File: config.mk
export PLATFORM = sky130hd
export DESIGN_NAME = load_store_unit_flat
export DESIGN_NICKNAME = d
export VERILOG_FILES = /design/src/rtl/load_store_unit_if.sv /design/src/rtl/load_store_unit.sv /design/src/flat_wrapper.sv
export SDC_FILE = /design/constraint.sdc
export NUM_CORES = 1
export LEC_CHECK = 0
export BUFFER_PORTS_ARGS = -buffer_cell sky130_fd_sc_hd__clkbuf_2
export CAP_MARGIN = 40
export CORE_ASPECT_RATIO = 0.6
export CORE_MARGIN = 4
export CORE_UTILIZATION = 37
export CTS_CLUSTER_DIAMETER = 60
export DETAILED_ROUTE_END_ITERATION = 10
export RECOVER_POWER = 25
export SLEW_MARGIN = 20
export SYNTH_ARGS = -nofsm -noshare
export SYNTH_HDL_FRONTEND = slang
export SYNTH_SLANG_ARGS = --single-unit
File: constraint.sdc
create_clock -name clk -period 2.4 [get_ports clk]
set_input_delay 0 -clock clk [delete_from_list [all_inputs] [get_ports clk]]
set_output_delay 0 -clock clk [all_outputs]
set_load 0.01 [all_outputs]
File: src/rtl/load_store_unit_if.sv
// Request/response and byte-memory bus between a core, the load/store unit and data memory.
interface load_store_unit_if #(
    parameter int unsigned ADDR_W = 6
);
    logic              req_valid;
    logic              req_ready;
    logic              req_we;
    logic [2:0]        req_func3;
    logic [31:0]       req_addr;
    logic [31:0]       req_wdata;
    logic              resp_valid;
    logic              resp_err;
    logic [31:0]       resp_rdata;
    logic              mem_re;
    logic              mem_we;
    logic [ADDR_W-1:0] mem_addr;
    logic [7:0]        mem_wdata;
    logic [7:0]        mem_rdata;

    modport slave (
        input  req_valid, req_we, req_func3, req_addr, req_wdata, mem_rdata,
        output req_ready, resp_valid, resp_err, resp_rdata,
               mem_re, mem_we, mem_addr, mem_wdata
    );

    modport master (
        output req_valid, req_we, req_func3, req_addr, req_wdata, mem_rdata,
        input  req_ready, resp_valid, resp_err, resp_rdata,
               mem_re, mem_we, mem_addr, mem_wdata
    );
endinterface

File: src/rtl/load_store_unit.sv
// RISC-V style load/store unit: splits B/H/W accesses into sequential byte accesses
// on an 8-bit memory and returns one sign/zero-extended response per request.
module load_store_unit #(
    parameter int unsigned ADDR_W = 6
) (
    input  logic             clk,
    input  logic             rst,
    load_store_unit_if.slave bus
);

    typedef enum logic [1:0] {IDLE, ISSUE, DRAIN, RESP} state_e;

    state_e            state_q, state_d;
    logic              we_q, we_d;
    logic [2:0]        func3_q, func3_d;
    logic [31:0]       wdata_q, wdata_d;
    logic [1:0]        cnt_q, cnt_d;
    logic [1:0]        last_q, last_d;
    logic [31:0]       data_q, data_d;
    logic              rd_pend_q, rd_pend_d;
    logic [1:0]        rd_idx_q, rd_idx_d;
    logic              req_ready_q, req_ready_d;
    logic              resp_valid_q, resp_valid_d;
    logic              resp_err_q, resp_err_d;
    logic [31:0]       resp_rdata_q, resp_rdata_d;
    logic              mem_re_q, mem_re_d;
    logic              mem_we_q, mem_we_d;
    logic [ADDR_W-1:0] mem_addr_q, mem_addr_d;
    logic [7:0]        mem_wdata_q, mem_wdata_d;
    logic              req_err_c;
    logic              unused_addr_c;

    assign unused_addr_c = ^bus.req_addr[31:ADDR_W];

    function automatic logic [31:0] extend(input logic [2:0] f3, input logic [31:0] d);
        logic [31:0] r;
        case (f3)
            3'b000:  r = {{24{d[7]}}, d[7:0]};
            3'b001:  r = {{16{d[15]}}, d[15:0]};
            3'b100:  r = {24'h0, d[7:0]};
            3'b101:  r = {16'h0, d[15:0]};
            default: r = d;
        endcase
        return r;
    endfunction

    // Illegal funct3, signed-store encodings and misaligned halfword/word accesses
    always_comb begin
        req_err_c = 1'b0;
        case (bus.req_func3)
            3'b011, 3'b110, 3'b111: req_err_c = 1'b1;
            default:                req_err_c = 1'b0;
        endcase
        if (bus.req_we && bus.req_func3[2])                          req_err_c = 1'b1;
        if (bus.req_func3[1:0] == 2'b01 && bus.req_addr[0])          req_err_c = 1'b1;
        if (bus.req_func3[1:0] == 2'b10 && bus.req_addr[1:0] != 2'b00) req_err_c = 1'b1;
    end

    always_comb begin
        state_d      = state_q;
        we_d         = we_q;
        func3_d      = func3_q;
        wdata_d      = wdata_q;
        cnt_d        = cnt_q;
        last_d       = last_q;
        resp_valid_d = 1'b0;
        resp_err_d   = 1'b0;
        resp_rdata_d = resp_rdata_q;
        mem_re_d     = 1'b0;
        mem_we_d     = 1'b0;
        mem_addr_d   = mem_addr_q;
        mem_wdata_d  = mem_wdata_q;
        rd_pend_d    = mem_re_q;
        rd_idx_d     = cnt_q;
        data_d       = data_q;
        // Read data arrives the cycle after its mem_re cycle
        if (rd_pend_q) data_d[{rd_idx_q, 3'b000} +: 8] = bus.mem_rdata;

        case (state_q)
            IDLE: begin
                if (bus.req_valid) begin
                    we_d    = bus.req_we;
                    func3_d = bus.req_func3;
                    wdata_d = bus.req_wdata;
                    cnt_d   = 2'd0;
                    data_d  = 32'h0;
                    case (bus.req_func3[1:0])
                        2'b01:   last_d = 2'd1;
                        2'b10:   last_d = 2'd3;
                        default: last_d = 2'd0;
                    endcase
                    if (req_err_c) begin
                        state_d      = RESP;
                        resp_valid_d = 1'b1;
                        resp_err_d   = 1'b1;
                        resp_rdata_d = 32'h0;
                    end else begin
                        state_d     = ISSUE;
                        mem_addr_d  = bus.req_addr[ADDR_W-1:0];
                        mem_wdata_d = bus.req_wdata[7:0];
                        mem_we_d    = bus.req_we;
                        mem_re_d    = ~bus.req_we;
                    end
                end
            end
            ISSUE: begin
                if (cnt_q == last_q) begin
                    state_d = we_q ? RESP : DRAIN;
                    if (we_q) begin
                        resp_valid_d = 1'b1;
                        resp_rdata_d = 32'h0;
                    end
                end else begin
                    cnt_d       = cnt_q + 2'd1;
                    mem_addr_d  = mem_addr_q + ADDR_W'(1);
                    mem_wdata_d = wdata_q[{cnt_d, 3'b000} +: 8];
                    mem_we_d    = we_q;
                    mem_re_d    = ~we_q;
                end
            end
            DRAIN: begin
                state_d      = RESP;
                resp_valid_d = 1'b1;
                resp_rdata_d = extend(func3_q, data_d);
            end
            RESP:    state_d = IDLE;
            default: state_d = IDLE;
        endcase

        req_ready_d = (state_d == IDLE);
    end

    always_ff @(posedge clk) begin
        if (rst) begin
            state_q      <= IDLE;
            we_q         <= 1'b0;
            func3_q      <= 3'b000;
            wdata_q      <= 32'h0;
            cnt_q        <= 2'd0;
            last_q       <= 2'd0;
            data_q       <= 32'h0;
            rd_pend_q    <= 1'b0;
            rd_idx_q     <= 2'd0;
            req_ready_q  <= 1'b1;
            resp_valid_q <= 1'b0;
            resp_err_q   <= 1'b0;
            resp_rdata_q <= 32'h0;
            mem_re_q     <= 1'b0;
            mem_we_q     <= 1'b0;
            mem_addr_q   <= '0;
            mem_wdata_q  <= 8'h0;
        end else begin
            state_q      <= state_d;
            we_q         <= we_d;
            func3_q      <= func3_d;
            wdata_q      <= wdata_d;
            cnt_q        <= cnt_d;
            last_q       <= last_d;
            data_q       <= data_d;
            rd_pend_q    <= rd_pend_d;
            rd_idx_q     <= rd_idx_d;
            req_ready_q  <= req_ready_d;
            resp_valid_q <= resp_valid_d;
            resp_err_q   <= resp_err_d;
            resp_rdata_q <= resp_rdata_d;
            mem_re_q     <= mem_re_d;
            mem_we_q     <= mem_we_d;
            mem_addr_q   <= mem_addr_d;
            mem_wdata_q  <= mem_wdata_d;
        end
    end

    assign bus.req_ready  = req_ready_q;
    assign bus.resp_valid = resp_valid_q;
    assign bus.resp_err   = resp_err_q;
    assign bus.resp_rdata = resp_rdata_q;
    assign bus.mem_re     = mem_re_q;
    assign bus.mem_we     = mem_we_q;
    assign bus.mem_addr   = mem_addr_q;
    assign bus.mem_wdata  = mem_wdata_q;

endmodule

File: src/flat_wrapper.sv
// flat-port wrapper written by rule: the top's interface ports become plain ports
module load_store_unit_flat 
#(
    parameter int unsigned ADDR_W = 6
)
  (clk, rst, bus_req_valid, bus_req_we, bus_req_func3, bus_req_addr, bus_req_wdata, bus_mem_rdata, bus_req_ready, bus_resp_valid, bus_resp_err, bus_resp_rdata, bus_mem_re, bus_mem_we, bus_mem_addr, bus_mem_wdata);
  load_store_unit_if #(.ADDR_W(ADDR_W)) bus_i ();
  input  logic clk;
  input  logic rst;
  input wire logic [$bits(bus_i.req_valid)-1:0] bus_req_valid;
  input wire logic [$bits(bus_i.req_we)-1:0] bus_req_we;
  input wire logic [$bits(bus_i.req_func3)-1:0] bus_req_func3;
  input wire logic [$bits(bus_i.req_addr)-1:0] bus_req_addr;
  input wire logic [$bits(bus_i.req_wdata)-1:0] bus_req_wdata;
  input wire logic [$bits(bus_i.mem_rdata)-1:0] bus_mem_rdata;
  output wire logic [$bits(bus_i.req_ready)-1:0] bus_req_ready;
  output wire logic [$bits(bus_i.resp_valid)-1:0] bus_resp_valid;
  output wire logic [$bits(bus_i.resp_err)-1:0] bus_resp_err;
  output wire logic [$bits(bus_i.resp_rdata)-1:0] bus_resp_rdata;
  output wire logic [$bits(bus_i.mem_re)-1:0] bus_mem_re;
  output wire logic [$bits(bus_i.mem_we)-1:0] bus_mem_we;
  output wire logic [$bits(bus_i.mem_addr)-1:0] bus_mem_addr;
  output wire logic [$bits(bus_i.mem_wdata)-1:0] bus_mem_wdata;
  assign bus_i.req_valid = bus_req_valid;
  assign bus_i.req_we = bus_req_we;
  assign bus_i.req_func3 = bus_req_func3;
  assign bus_i.req_addr = bus_req_addr;
  assign bus_i.req_wdata = bus_req_wdata;
  assign bus_i.mem_rdata = bus_mem_rdata;
  assign bus_req_ready = bus_i.req_ready;
  assign bus_resp_valid = bus_i.resp_valid;
  assign bus_resp_err = bus_i.resp_err;
  assign bus_resp_rdata = bus_i.resp_rdata;
  assign bus_mem_re = bus_i.mem_re;
  assign bus_mem_we = bus_i.mem_we;
  assign bus_mem_addr = bus_i.mem_addr;
  assign bus_mem_wdata = bus_i.mem_wdata;
  load_store_unit #(.ADDR_W(ADDR_W)) u_core (.clk(clk), .rst(rst), .bus(bus_i));
endmodule
# [Word level (Yosys, flattened, before mapping)]
# Index checks and enable logic that the tools add are counted.
[word_totals] reg_bits=128 latchBits=0 ramBits=0 romBits=0 elab_cells=103 mem_count=0
[classes] addsub=3 mul=0 n_div=0 magnitude_cmp=0 n_eq_ne=18 shifts=3 muxes=44 bitwise=3 reduce_logical=15
[ops] cell="$mux 32" n=7
[ops] cell="$pmux 32 s4" n=1
[ops] cell="$pmux 32 s3" n=1
[ops] cell="$bwmux 32" n=1
[ops] cell="$shift 8x7->32 const A" n=1
[ops] cell="$shiftx 32x6->8" n=1
[ops] cell="$shiftx 8x7->32" n=1
[ops] cell="$mux 8" n=3
[ops] cell="$mux 6" n=3
[ops] cell="$pmux 8 s2" n=1
[ops] cell="$mux 1" n=15
[ops] cell="$eq 3x3->1 const B" n=4
[ops] cell="$pmux 6 s2" n=1
[ops] cell="$mux 2" n=5
[ops] cell="$pmux 2 s2" n=2
[ops] cell="$pmux 2 s4" n=1
[ops] cell="$neg 5->7" n=1
[ops] cell="$add 6x1->6 const B" n=1
[ops] cell="$eq 2x2->1 const B" n=3
[ops] cell="$ne 2x1->1 const B" n=3
[ops] cell="$ne 2x2->1 const B" n=3
[ops] cell="$reduce_and 5->1" n=1
[ops] cell="$eq 2x1->1 const B" n=2
[ops] cell="$logic_not 2->1" n=2
[ops] cell="16 further kinds" n=22

# [Longest topological paths before layout]
# Gate-level depths: netlist of the first run.
[logic_depth] word_depth=10 mapped_depth=8 ltp_nobuf=6

# [Least setup slack after synthesis of the first run]
# OpenSTA, ideal clock, no wires.
[synth_timing] kind="reg2reg" start="register u_core.rd_idx_q[0]" end="register u_core.resp_rdata_q[20], in the netlist u_core.bus.resp_rdata[20]" setup_time_ns=0.120 arrival_time_ns=2.046 slack_ns=0.234 stages_incl_launch_ff=9 n_path_buf=2 cell_sequence="dfxtp_1 inv_1 ha_1 and4bb_1 buf_2 a221oi_4 a211oi_4 buf_6 a211o_1"
[synth_via] elab_chain_cells=6 elab_cells_between_ends=7
[synth_rtl] item="start: declaration" line="load_store_unit.sv:21" source="logic [1:0] rd_idx_q, rd_idx_d;"
[synth_rtl] item="start signal: assignment" line="load_store_unit.sv:161" source="rd_idx_q <= rd_idx_d;"
[synth_rtl] item="$neg 5->7 *" line="load_store_unit.sv:77" source="if (rd_pend_q) data_d[{rd_idx_q, 3'b000} +: 8] = bus.mem_rdata;"
[synth_rtl] item="$shiftx 8x7->32 or $shift 8x7->32 (tied branches)" line="load_store_unit.sv:77"
[synth_rtl] item="$bwmux 32 *" line="load_store_unit.sv:77"
[synth_rtl] item="$mux 32 *" line="load_store_unit.sv:77"
[synth_rtl] item="$pmux 32 s4 *" line="load_store_unit.sv:37" source="case (f3)"
[synth_rtl] item="$pmux 32 s3 *" line="load_store_unit.sv:79" source="case (state_q)"
[synth_rtl] item="end signal: assignment" line="load_store_unit.sv:165" source="resp_rdata_q <= resp_rdata_d;"
[synth_rtl] item="end: declaration" line="load_store_unit.sv:25" source="logic [31:0] resp_rdata_q, resp_rdata_d;"
# Mark *: on every way between the ends. The rest lies on a longest branch, timed or not.
# A chain may end at the register's enable or synchronous reset.

# [Worst setup path in the final report of the first run]
[layout_timing] start="register u_core.rd_idx_q[1]" end="register u_core.resp_rdata_q[27], in the netlist u_core.bus.resp_rdata[27]"
# The elaborated chain is that of the path after synthesis.

==> results.py, run 1 <==
metrics = {
    "power_and_ir_drop": {
        "max-vdd-ir-drop_uv": 637.8,
        "power_leakage_uw": 0.002798,
        "powerDensity_nw_per_um2": 841.2,
    },
    "cts": {
        "post_cts_buffers": 0,
        "cts_resized": 0,
        "cts_sinks": 128,
        "path_clk_slew_ns": 0.06,
        "clock_latency_ns": 0.41,
        "clockRootBuffer": "clkbuf_16",
        "htreeDepth": 4,
        "postCtsHoldBufs": 48,
        "cts_tree": "done",
        "cts_buffers": 17,
        "max-clock-path-buffers": 2,
    },
    "synth": {
        "seq_area_frac_synth_pct": 48.36,
        "synth_flop_cell": "dfxtp_1",
        "syn_avg_cell_area_sq_um": 9.248,
        "synth_cells": 573,
        "syn_area_sq_um": 5299,
        "synth-edff-count": 0,
        "synth_seq_cells": 128,
        "ys_warn_count": 0,
        "yosysUniqueCellTypes": 56,
        "syn-num-nets": 662,
        "synthArstFlopShare_pct": 0,
    },
    "timing": {
        "hold_violations": 0,
        "rsz0062_at_grt": "no",
        "fmax_mhz": 484.2,
        "period_needed_ns": 2.065,
        "hold_slack_ns": 0.03313,
        "final.setup.tns_ns": 0,
        "fin_skew_ns": 0.01446,
        "finalSetupViolations": 0,
        "max_slew_margin_pct": 44.12,
        "tightest_slew_ns": 0.8382,
        "period_share_pct": 86.05,
        "final_max_slew_viol_count": 0,
    },
    "floorplanning": {
        "rows": 33,
        "start_util_pct": 38.31,
        "ios": 130,
        "die_h_microns": 100.7,
        "die_width_microns": 162.5,
        "core_area_sq_um": 13830,
        "die-area_sq_um": 16360,
    },
    "detailed_routing": {
        "dr.pass1.iters": 5,
        "vias": 4869,
        "ant_nets": 0,
        "drc": 0,
        "viasPerCell": 5.252,
        "drt-wirelength-per-cell_microns": 16.67,
        "drt_iter0_drc": 324,
        "routed_wl_microns": 15450,
    },
    "critical_path": {
        "crit_required_ns": 2.74,
        "rr_worst_depth": 6,
        "endpoint": "u_core.bus.resp_rdata[27]",
        "path_depth": 6,
        "critPathMaxStageDelay_ns": 0.66,
        "rrSetupSlack_ns": 0.33,
        "crit_family": "compound AO/OA/AOI/OAI gates",
        "critPathLaunchType": "flop",
        "critPathSlowestCell": "a211oi_4",
        "critPathCaptureType": "flop",
        "crit_chain": "inv_1 -> ha_1 -> and4b_1 -> a32oi_1 -> a211oi_4 -> a211o_1",
        "startpoint": "u_core.rd_idx_q[1]",
        "r2r-end": "u_core.bus.resp_rdata[27]",
        "worstPathArrival_ns": 2.41,
        "r2r_start": "u_core.rd_idx_q[1]",
        "cp_max_fo": 16,
        "crit_type": "reg2reg",
        "path_buf_inv": 1,
    },
    "grt": {
        "grt_max_degree": 45,
        "track_usage_pct": 18.90,
        "overflow": 0,
        "grt_pass1_vias": 4675,
        "antenna_found_initial": 0,
        "grt_pass1_wl_microns": 24610,
    },
    "placed_design": {
        "gp_congestion": 0.8261,
        "dp_hpwl_microns": 10830,
        "port_buffers": 103,
    },
    "min_path": {
        "hp-class": "in2reg",
        "min_from": "bus_req_addr[0]",
    },
    "layout": {
        "area_growth_pct": 32.99,
        "antenna_cells": 0,
        "drive_gt1_share_pct": 17.28,
        "register_area_sq_um": 2562,
        "finalNetCount": 811,
        "fillCellCount": 1328,
        "multiInputGateArea_sq_um": 2541,
    },
    "job": {
        "maxCapViolCount": 0,
    },
    "status": {
        "status": "completed",
    },
}
==> stage by stage <==
step | setup WS (ns) | std cells | cell area, sq um | power, uW | utilization [%]
finish | 0.3348 | 927 | 7047 | 5928 | 50.95
CTS | 0.3181 | 927 | 7102 | 5981 | 51.34
floorplan | 0.2341 | 573 | 5299 | 3001 | -
global route | 0.1447 | 927 | 7047 | 6186 | 50.95
detailed placement | 0.3276 | 847 | 6025 | 3339 | 43.56
global placement | 0.3679 | 847 | 6025 | 3308 | 43.56
==> sequential cells by signal, summed over array words and instances, names as in the netlist, 3 cells and up <==
name	count
u_core.bus.resp_rdata	32
u_core.bus.mem_wdata	8
u_core.data_q	32
u_core.func3_q	3
u_core.wdata_q	32
u_core.bus.mem_addr	6
==> routing by layer <==
layer  track usage [%]  part of all wire (%)  wire [microns]  vias up
li1                  -                     -               -     2389
met1             29.12                    52            8102     2321
met2             26.80                    41            6262      145
met5                 0                     0               0        -
met3             3.555                   6.1             950       14
met4             5.133                  0.87             134        0
==> logic make-up after synthesis <==
| family | Yosys count | share of synthesized area (%) |
|---|---|---|
| multiplexers | 11 | 3.967 |
| adder cells (fa/ha/maj) | 10 | 2.361 |
| flip-flops | 128 | 48.36 |
| AO/OA/AOI/OAI | 157 | 21.91 |
| XOR/XNOR | 4 | 0.6613 |
| AND/OR/NAND/NOR | 218 | 18.87 |
| buffers and inverters | 45 | 3.872 |
==> placed cells by master, fill, tap and decap left out, types with 3 or more instances in the layout <==
master | synthesis | layout
clkinv_4 | 0 | 5
o31ai_1 | 7 | 7
ha_1 | 10 | 10
clkbuf_1 | 22 | 42
nor2_1 | 57 | 57
o2bb2ai_1 | 15 | 15
o211ai_1 | 4 | 4
buf_4 | 0 | 19
clkbuf_16 | 0 | 17
mux4_2 | 8 | 8
nand2b_1 | 4 | 4
clkinvlp_4 | 0 | 3
a311oi_1 | 9 | 9
nand3_1 | 6 | 6
a32oi_1 | 8 | 8
a211o_1 | 17 | 17
inv_1 | 4 | 4
mux2i_1 | 3 | 3
inv_6 | 0 | 3
nand2_1 | 100 | 100
nor3_1 | 16 | 16
a221oi_1 | 6 | 6
o21ai_0 | 3 | 3
a22oi_1 | 22 | 22
nor2b_1 | 7 | 7
and3_1 | 9 | 9
clkbuf_2 | 0 | 62
dlygate4sd3_1 | 0 | 48
dfxtp_1 | 128 | 128
a21oi_1 | 46 | 46
==> Yosys cell counts, drive strengths merged (4+ instances only) <==
master	instances	area share [%]
nand3	6	0.57
o211ai	4	0.57
o21ai	5	0.47
a211o	17	2.8
dfxtp	128	48
nor2b	7	0.83
a22oi	22	3.1
and3	9	1.1
a311oi	9	1.5
a21oi	46	4.3
a32oi	8	1.3
nand2	100	7.1
ha	10	2.4
o2bb2ai	15	2.5
mux4	8	3.4
nor3	16	1.5
nand2b	4	0.47
a221oi	7	1.5
buf	19	2.0
o31ai	7	0.99
inv	4	0.28
clkbuf	22	1.6
nor2	57	4.0
==> worst min-delay path by stage <==
stage,to,slack [ns],cells past startpoint
finish,u_core.bus.mem_addr[0],0.03,3
global route,u_core.data_q[2],0.05,3
CTS,u_core.data_q[10],0.004,3
detailed placement,u_core.wdata_q[21],0.23,3
global placement,u_core.wdata_q[11],0.22,3
floorplan,u_core.bus.req_ready,0.11,1
==> worst min-delay path, delay by kind of cell <==
family                 cells  cell delay, ns
AOI/OAI and AO/OA          2            0.25
buffers and inverters      1            0.14
==> power by group <==
group,internal (uW),switching [uW]
Sequential,2270,115
Combinational,377,584
Clock,1570,1010
==> area by class of cell <==
| cell class | count | share of cell area (%) |
|---|---|---|
| well taps | 192 | 3.409 |
| clock buffers | 18 | 6.232 |
| inverters | 4 | 0.2131 |
| multi-input cells | 400 | 36.06 |
| repair buffers | 171 | 15.48 |
| clock inverters | 14 | 2.237 |
| flip-flops and latches | 128 | 36.36 |
(Power assumes the default switching activity.)
==> run 2: changes to the inputs <==
--- a/config.mk
+++ b/config.mk
@@ -10,6 +10,7 @@
 export CORE_ASPECT_RATIO = 0.6
 export CORE_MARGIN = 4
 export CORE_UTILIZATION = 37
+export CTS_BUF_LIST = sky130_fd_sc_hd__clkbuf_4
 export CTS_CLUSTER_DIAMETER = 60
 export DETAILED_ROUTE_END_ITERATION = 10
 export RECOVER_POWER = 25
==> run 2 against run 1 <==
Compared with the run above:
- via count is 0.74% higher
- critical path depth stayed put
- die area unchanged
- largest cell class unchanged
==> results.py, run 2 (synthesis results as in run 1) <==
metrics = {
    "layout": {
        "area_growth_pct": 28.88,
        "drive_gt1_share_pct": 16.94,
        "fin_util_pct": 49.37,
        "finalNetCount": 820,
        "final_common_cell": "dfxtp_1",
        "antenna_cells": 0,
        "mostFrequentLayoutCells": "128 x dfxtp_1, 100 x nand2_1, 62 x clkbuf_2, 57 x nor2_1, 57 x dlygate4sd3_1",
    },
    "detailed_routing": {
        "viasPerCell": 5.240,
        "vias": 4905,
        "drc": 0,
        "dr.pass1.iters": 5,
        "ant_nets": 0,
        "routed_wl_microns": 15400,
        "drt_iter0_drc": 323,
        "drt-wirelength-per-cell_microns": 16.45,
    },
    "cts": {
        "max-clock-path-buffers": 2,
        "postCtsHoldBufs": 57,
        "htreeDepth": 4,
        "clockRootBuffer": "clkbuf_4",
        "cts_tree": "done",
        "clock_latency_ns": 0.52,
        "cts_buffers": 17,
        "cts_resized": 0,
        "post_cts_buffers": 0,
        "path_clk_slew_ns": 0.14,
        "cts_sinks": 128,
    },
    "timing": {
        "period_share_pct": 92.54,
        "max_slew_margin_pct": 26.61,
        "hold_violations": 0,
        "tightest_slew_ns": 1.101,
        "fin_skew_ns": 0.02675,
        "period_needed_ns": 2.221,
        "rsz0062_at_grt": "no",
        "worst_slack_ns": 0.1790,
        "final_max_slew_viol_count": 0,
        "fmax_mhz": 450.2,
        "finalSetupViolations": 0,
        "final.setup.tns_ns": 0,
    },
    "critical_path": {
        "critPathCaptureType": "flop",
        "worstPathArrival_ns": 2.68,
        "crit_type": "reg2reg",
        "rr_worst_depth": 6,
        "crit_required_ns": 2.86,
        "critPathLaunchType": "flop",
        "cp_max_fo": 12,
    },
    "power_and_ir_drop": {
        "p_sw_share_pct": 32.37,
        "power.internal_uw": 3293,
        "power_leakage_uw": 0.002698,
        "power_switching_uw": 1576,
        "power.share.sequential_pct": 49.0,
        "combinationalPowerShare_pct": 20.1,
        "powerDensity_nw_per_um2": 712.9,
        "max-vdd-ir-drop_uv": 262.2,
        "power.clock.fraction_pct": 30.9,
        "p_total_uw": 4869,
    },
    "grt": {
        "antenna_found_initial": 0,
        "overflow": 0,
        "track_usage_pct": 19.00,
        "grt_max_degree": 45,
        "grt_pass1_wl_microns": 24610,
        "grt_pass1_vias": 4723,
    },
    "job": {
        "maxCapViolCount": 0,
    },
    "floorplanning": {
        "die_h_microns": 100.7,
        "core_area_sq_um": 13830,
        "die-area_sq_um": 16360,
        "rows": 33,
        "start_util_pct": 38.31,
        "die_width_microns": 162.5,
        "ios": 130,
    },
    "placed_design": {
        "port_buffers": 103,
        "dp_hpwl_microns": 10830,
        "pre_cts_ws_ns": 0.3276,
        "gp_congestion": 0.8261,
    },
    "status": {
        "status": "completed",
    },
    "min_path": {
        "hp-class": "in2reg",
        "min_path_cells": 4,
    },
}
-- run 2: cell type report --
cell class	count	area [sq um]
multi-input combinational	400	2541
fill	1370	7003
timing repair buffer	180	1181
clock buffer	17	127.6
sequential	128	2562
inverter	4	15.01
clock inverter	15	161.4
tap	192	240.2
-- run 2: through the flow --
step | hold slack, ns | std cells | area, sq um
3_3_place_gp | 0.2246 | 847 | 6025
6_report | 0.2275 | 936 | 6829
4_1_cts | 0.1813 | 936 | 6884
3_5_place_dp | 0.2309 | 847 | 6025
5_1_grt | 0.1874 | 936 | 6829
2_1_floorplan | 0.1096 | 573 | 5299
-- run 2: worst max-delay path: stages (launching register included) --
cell	delay [ns]
dfxtp_1	0.32
buf_4	0.18
nor3b_4	0.34
nand2_1	0.08
dlygate4sd3_1	0.56
a21oi_1	0.12
dlygate4sd3_1	0.57
-- run 2: metal layers --
metal / vias up / global-route usage [%] / wire (microns)
li1: 2406 / - / -
met1: 2331 / 29.11 / 8069
met2: 144 / 26.51 / 6192
met3: 24 / 3.433 / 903
met4: 0 / 6.758 / 233
met5: - / 0 / 0
-- run 2: path summary, 6_finish.rpt --
check / from / end / slack (ns)
worst max-delay path: u_core.state_q[1] / u_core.func3_q[2] / 0.18
worst min-delay path: bus_req_wdata[21] / u_core.wdata_q[21] / 0.23
worst max register to register: u_core.state_q[1] / u_core.func3_q[2] / 0.18
worst min register to register: u_core.wdata_q[18] / u_core.wdata_q[18] / 0.47
-- run 2: power by group through the flow --
| stage | combinational [uW] | clock (uW) | sequential [uW] |
|---|---|---|---|
| finish | 978 | 1500 | 2390 |
| global route | 1080 | 1640 | 2410 |
| CTS | 990 | 1540 | 2390 |
| floorplan | 580 | 0 | 2420 |
| global placement | 883 | 0 | 2420 |
| detailed placement | 906 | 0 | 2430 |
==> run 3: changes to the inputs <==
--- a/config.mk
+++ b/config.mk
@@ -13,7 +13,6 @@
 export CTS_BUF_LIST = sky130_fd_sc_hd__clkbuf_4
 export CTS_CLUSTER_DIAMETER = 60
 export DETAILED_ROUTE_END_ITERATION = 10
-export RECOVER_POWER = 25
 export SLEW_MARGIN = 20
 export SYNTH_ARGS = -nofsm -noshare
 export SYNTH_HDL_FRONTEND = slang
==> run 3 against run 2 <==
Compared with the run above:
- final area rose by 0.81%
- via count up 0.37%
- critical path depth unchanged
- register-to-register slack about the same
- clock skew fell by 0.0012 ns
- power up 0.44%
- count of clock-buffer cells in the layout stayed put
- first-iteration DRC count increased by 0.62%
- combinational power increased by 2%
- core utilization is 0.40 points higher
- sequential cell count unchanged
- critical path type unchanged
- critical endpoint unchanged
- largest cell class unchanged
==> results.py, run 3 (synthesis results as in run 1) <==
metrics = {
    "power_and_ir_drop": {
        "powerDensity_nw_per_um2": 710.3,
        "max-vdd-ir-drop_uv": 263.4,
        "p_total_uw": 4890,
        "power.share.sequential_pct": 48.8,
        "p_sw_share_pct": 32.40,
        "power_leakage_uw": 0.002842,
        "power.clock.fraction_pct": 30.9,
        "power.internal_uw": 3306,
        "combinationalPowerShare_pct": 20.3,
        "power_switching_uw": 1584,
    },
    "placed_design": {
        "pre_cts_ws_ns": 0.3276,
        "port_buffers": 103,
        "dp_hpwl_microns": 10830,
        "gp_congestion": 0.8261,
    },
    "min_path": {
        "min_from": "bus_req_wdata[21]",
        "hp-class": "in2reg",
        "min_path_cells": 4,
        "worst_hold_path.endpoint": "u_core.wdata_q[21]",
    },
    "timing": {
        "hold_slack_ns": 0.2245,
        "finalSetupViolations": 0,
        "rsz0062_at_grt": "no",
        "final_max_slew_viol_count": 0,
        "fmax_mhz": 451.5,
        "hold_violations": 0,
        "period_needed_ns": 2.215,
        "worst_slack_ns": 0.1852,
        "fin_skew_ns": 0.02557,
        "max_slew_margin_pct": 53.27,
        "tightest_slew_ns": 0.6983,
        "final.setup.tns_ns": 0,
        "period_share_pct": 92.28,
    },
    "layout": {
        "final_common_cell": "dfxtp_1",
        "area_growth_pct": 29.92,
        "mostFrequentLayoutCells": "128 x dfxtp_1, 103 x clkbuf_2, 100 x nand2_1, 57 x nor2_1, 57 x dlygate4sd3_1",
        "antenna_cells": 0,
        "finalNetCount": 820,
        "drive_gt1_share_pct": 22.58,
    },
    "critical_path": {
        "crit_required_ns": 2.86,
        "critPathMaxStageDelay_ns": 0.56,
        "crit_chain": "buf_4 -> nor3b_4 -> nand2_1 -> dlygate4sd3_1 -> a21oi_1 -> dlygate4sd3_1",
        "cp_max_fo": 12,
        "critPathSlowestCell": "dlygate4sd3_1",
        "rrSetupSlack_ns": 0.19,
        "worstPathArrival_ns": 2.68,
        "crit_type": "reg2reg",
        "r2r-end": "u_core.func3_q[2]",
        "critPathLaunchType": "flop",
        "r2r_start": "u_core.state_q[1]",
        "rr_worst_depth": 6,
        "critPathCaptureType": "flop",
        "critPathMostFrequentCell": "dlygate4sd3_1",
    },
    "floorplanning": {
        "die_width_microns": 162.5,
        "core_area_sq_um": 13830,
        "ios": 130,
        "die-area_sq_um": 16360,
        "rows": 33,
        "start_util_pct": 38.31,
        "die_h_microns": 100.7,
    },
    "grt": {
        "grt_pass1_vias": 4723,
        "grt_max_degree": 45,
        "grt_pass1_wl_microns": 24610,
        "antenna_found_initial": 0,
        "overflow": 0,
        "track_usage_pct": 19.00,
    },
    "detailed_routing": {
        "vias": 4923,
        "routed_wl_microns": 15400,
        "dr.pass1.iters": 5,
        "viasPerCell": 5.260,
        "drt-wirelength-per-cell_microns": 16.46,
        "drt_iter0_drc": 325,
        "drc": 0,
        "ant_nets": 0,
    },
    "status": {
        "status": "completed",
    },
    "cts": {
        "htreeDepth": 4,
        "cts_buffers": 17,
        "cts_tree": "done",
        "path_clk_slew_ns": 0.14,
        "cts_sinks": 128,
        "clock_latency_ns": 0.53,
        "max-clock-path-buffers": 2,
        "post_cts_buffers": 0,
        "clockRootBuffer": "clkbuf_4",
    },
    "job": {
        "maxCapViolCount": 0,
    },
}
-- run 3: cell count changes in the layout (fill, tap and decap cells not counted) --
cell,previous run,this run
clkbuf_1,42,0
clkbuf_2,62,103
buf_4,19,20
-- run 3: how the worst max path moves through the flow --
stage                        from                         to  slack (ns)
2_1_floorplan  u_core.rd_idx_q[0]  u_core.bus.resp_rdata[20]        0.23
3_3_place_gp   u_core.rd_idx_q[1]  u_core.bus.resp_rdata[30]        0.37
3_5_place_dp   u_core.rd_idx_q[1]  u_core.bus.resp_rdata[17]        0.33
4_1_cts         u_core.state_q[1]          u_core.func3_q[2]        0.21
5_1_grt         u_core.state_q[0]          u_core.func3_q[2]        0.03
6_report        u_core.state_q[1]          u_core.func3_q[2]        0.19
-- run 3: cell type report --
type                    instances  area, sq um
repair buffers                180         1236
flip-flops and latches        128         2562
clock inverters                15        161.4
well taps                     192        240.2
multi-input cells             400         2541
inverters                       4        15.01
fillers                      1355         6948
clock buffers                  17        127.6
-- run 3: worst max-delay path: cells and delay by family, from the launching register on --
family	cells	cell delay, ns
buffers and inverters	3	1.30
and+or+nand+nor	2	0.43
DFF	1	0.32
AOI/OAI and AO/OA	1	0.13
-- run 3: repair_timing --
action / in CTS / in global routing
hold buffers: 57 / 0
endpoints found under the hold margin: 104 / 0
resized for setup: 0 / 0
-- run 3: per-stage QoR --
step           std cells  area, sq um  utilization (%)
3_3_place_gp         847         6025            43.56
4_1_cts              936         6884            49.77
2_1_floorplan        573         5299                -
6_report             936         6884            49.77
3_5_place_dp         847         6025            43.56
5_1_grt              936         6884            49.77
-- run 3: routing by layer --
layer	track usage [%]	part of all wire [%]	up-vias	routed length [microns]
li1	-	-	2409	-
met1	29.11	53	2328	8117
met2	26.51	40	163	6135
met3	3.433	6.1	23	935
met4	6.758	1.4	0	215
met5	0	0	-	0
-- run 3: power by group through the flow --
stage / combinational, uW / sequential, uW / clock, uW
after CTS: 990 / 2390 / 1540
after global routing: 1090 / 2410 / 1640
after detailed placement: 906 / 2430 / 0
after global placement: 883 / 2420 / 0
final: 993 / 2390 / 1510
after floorplan: 580 / 2420 / 0
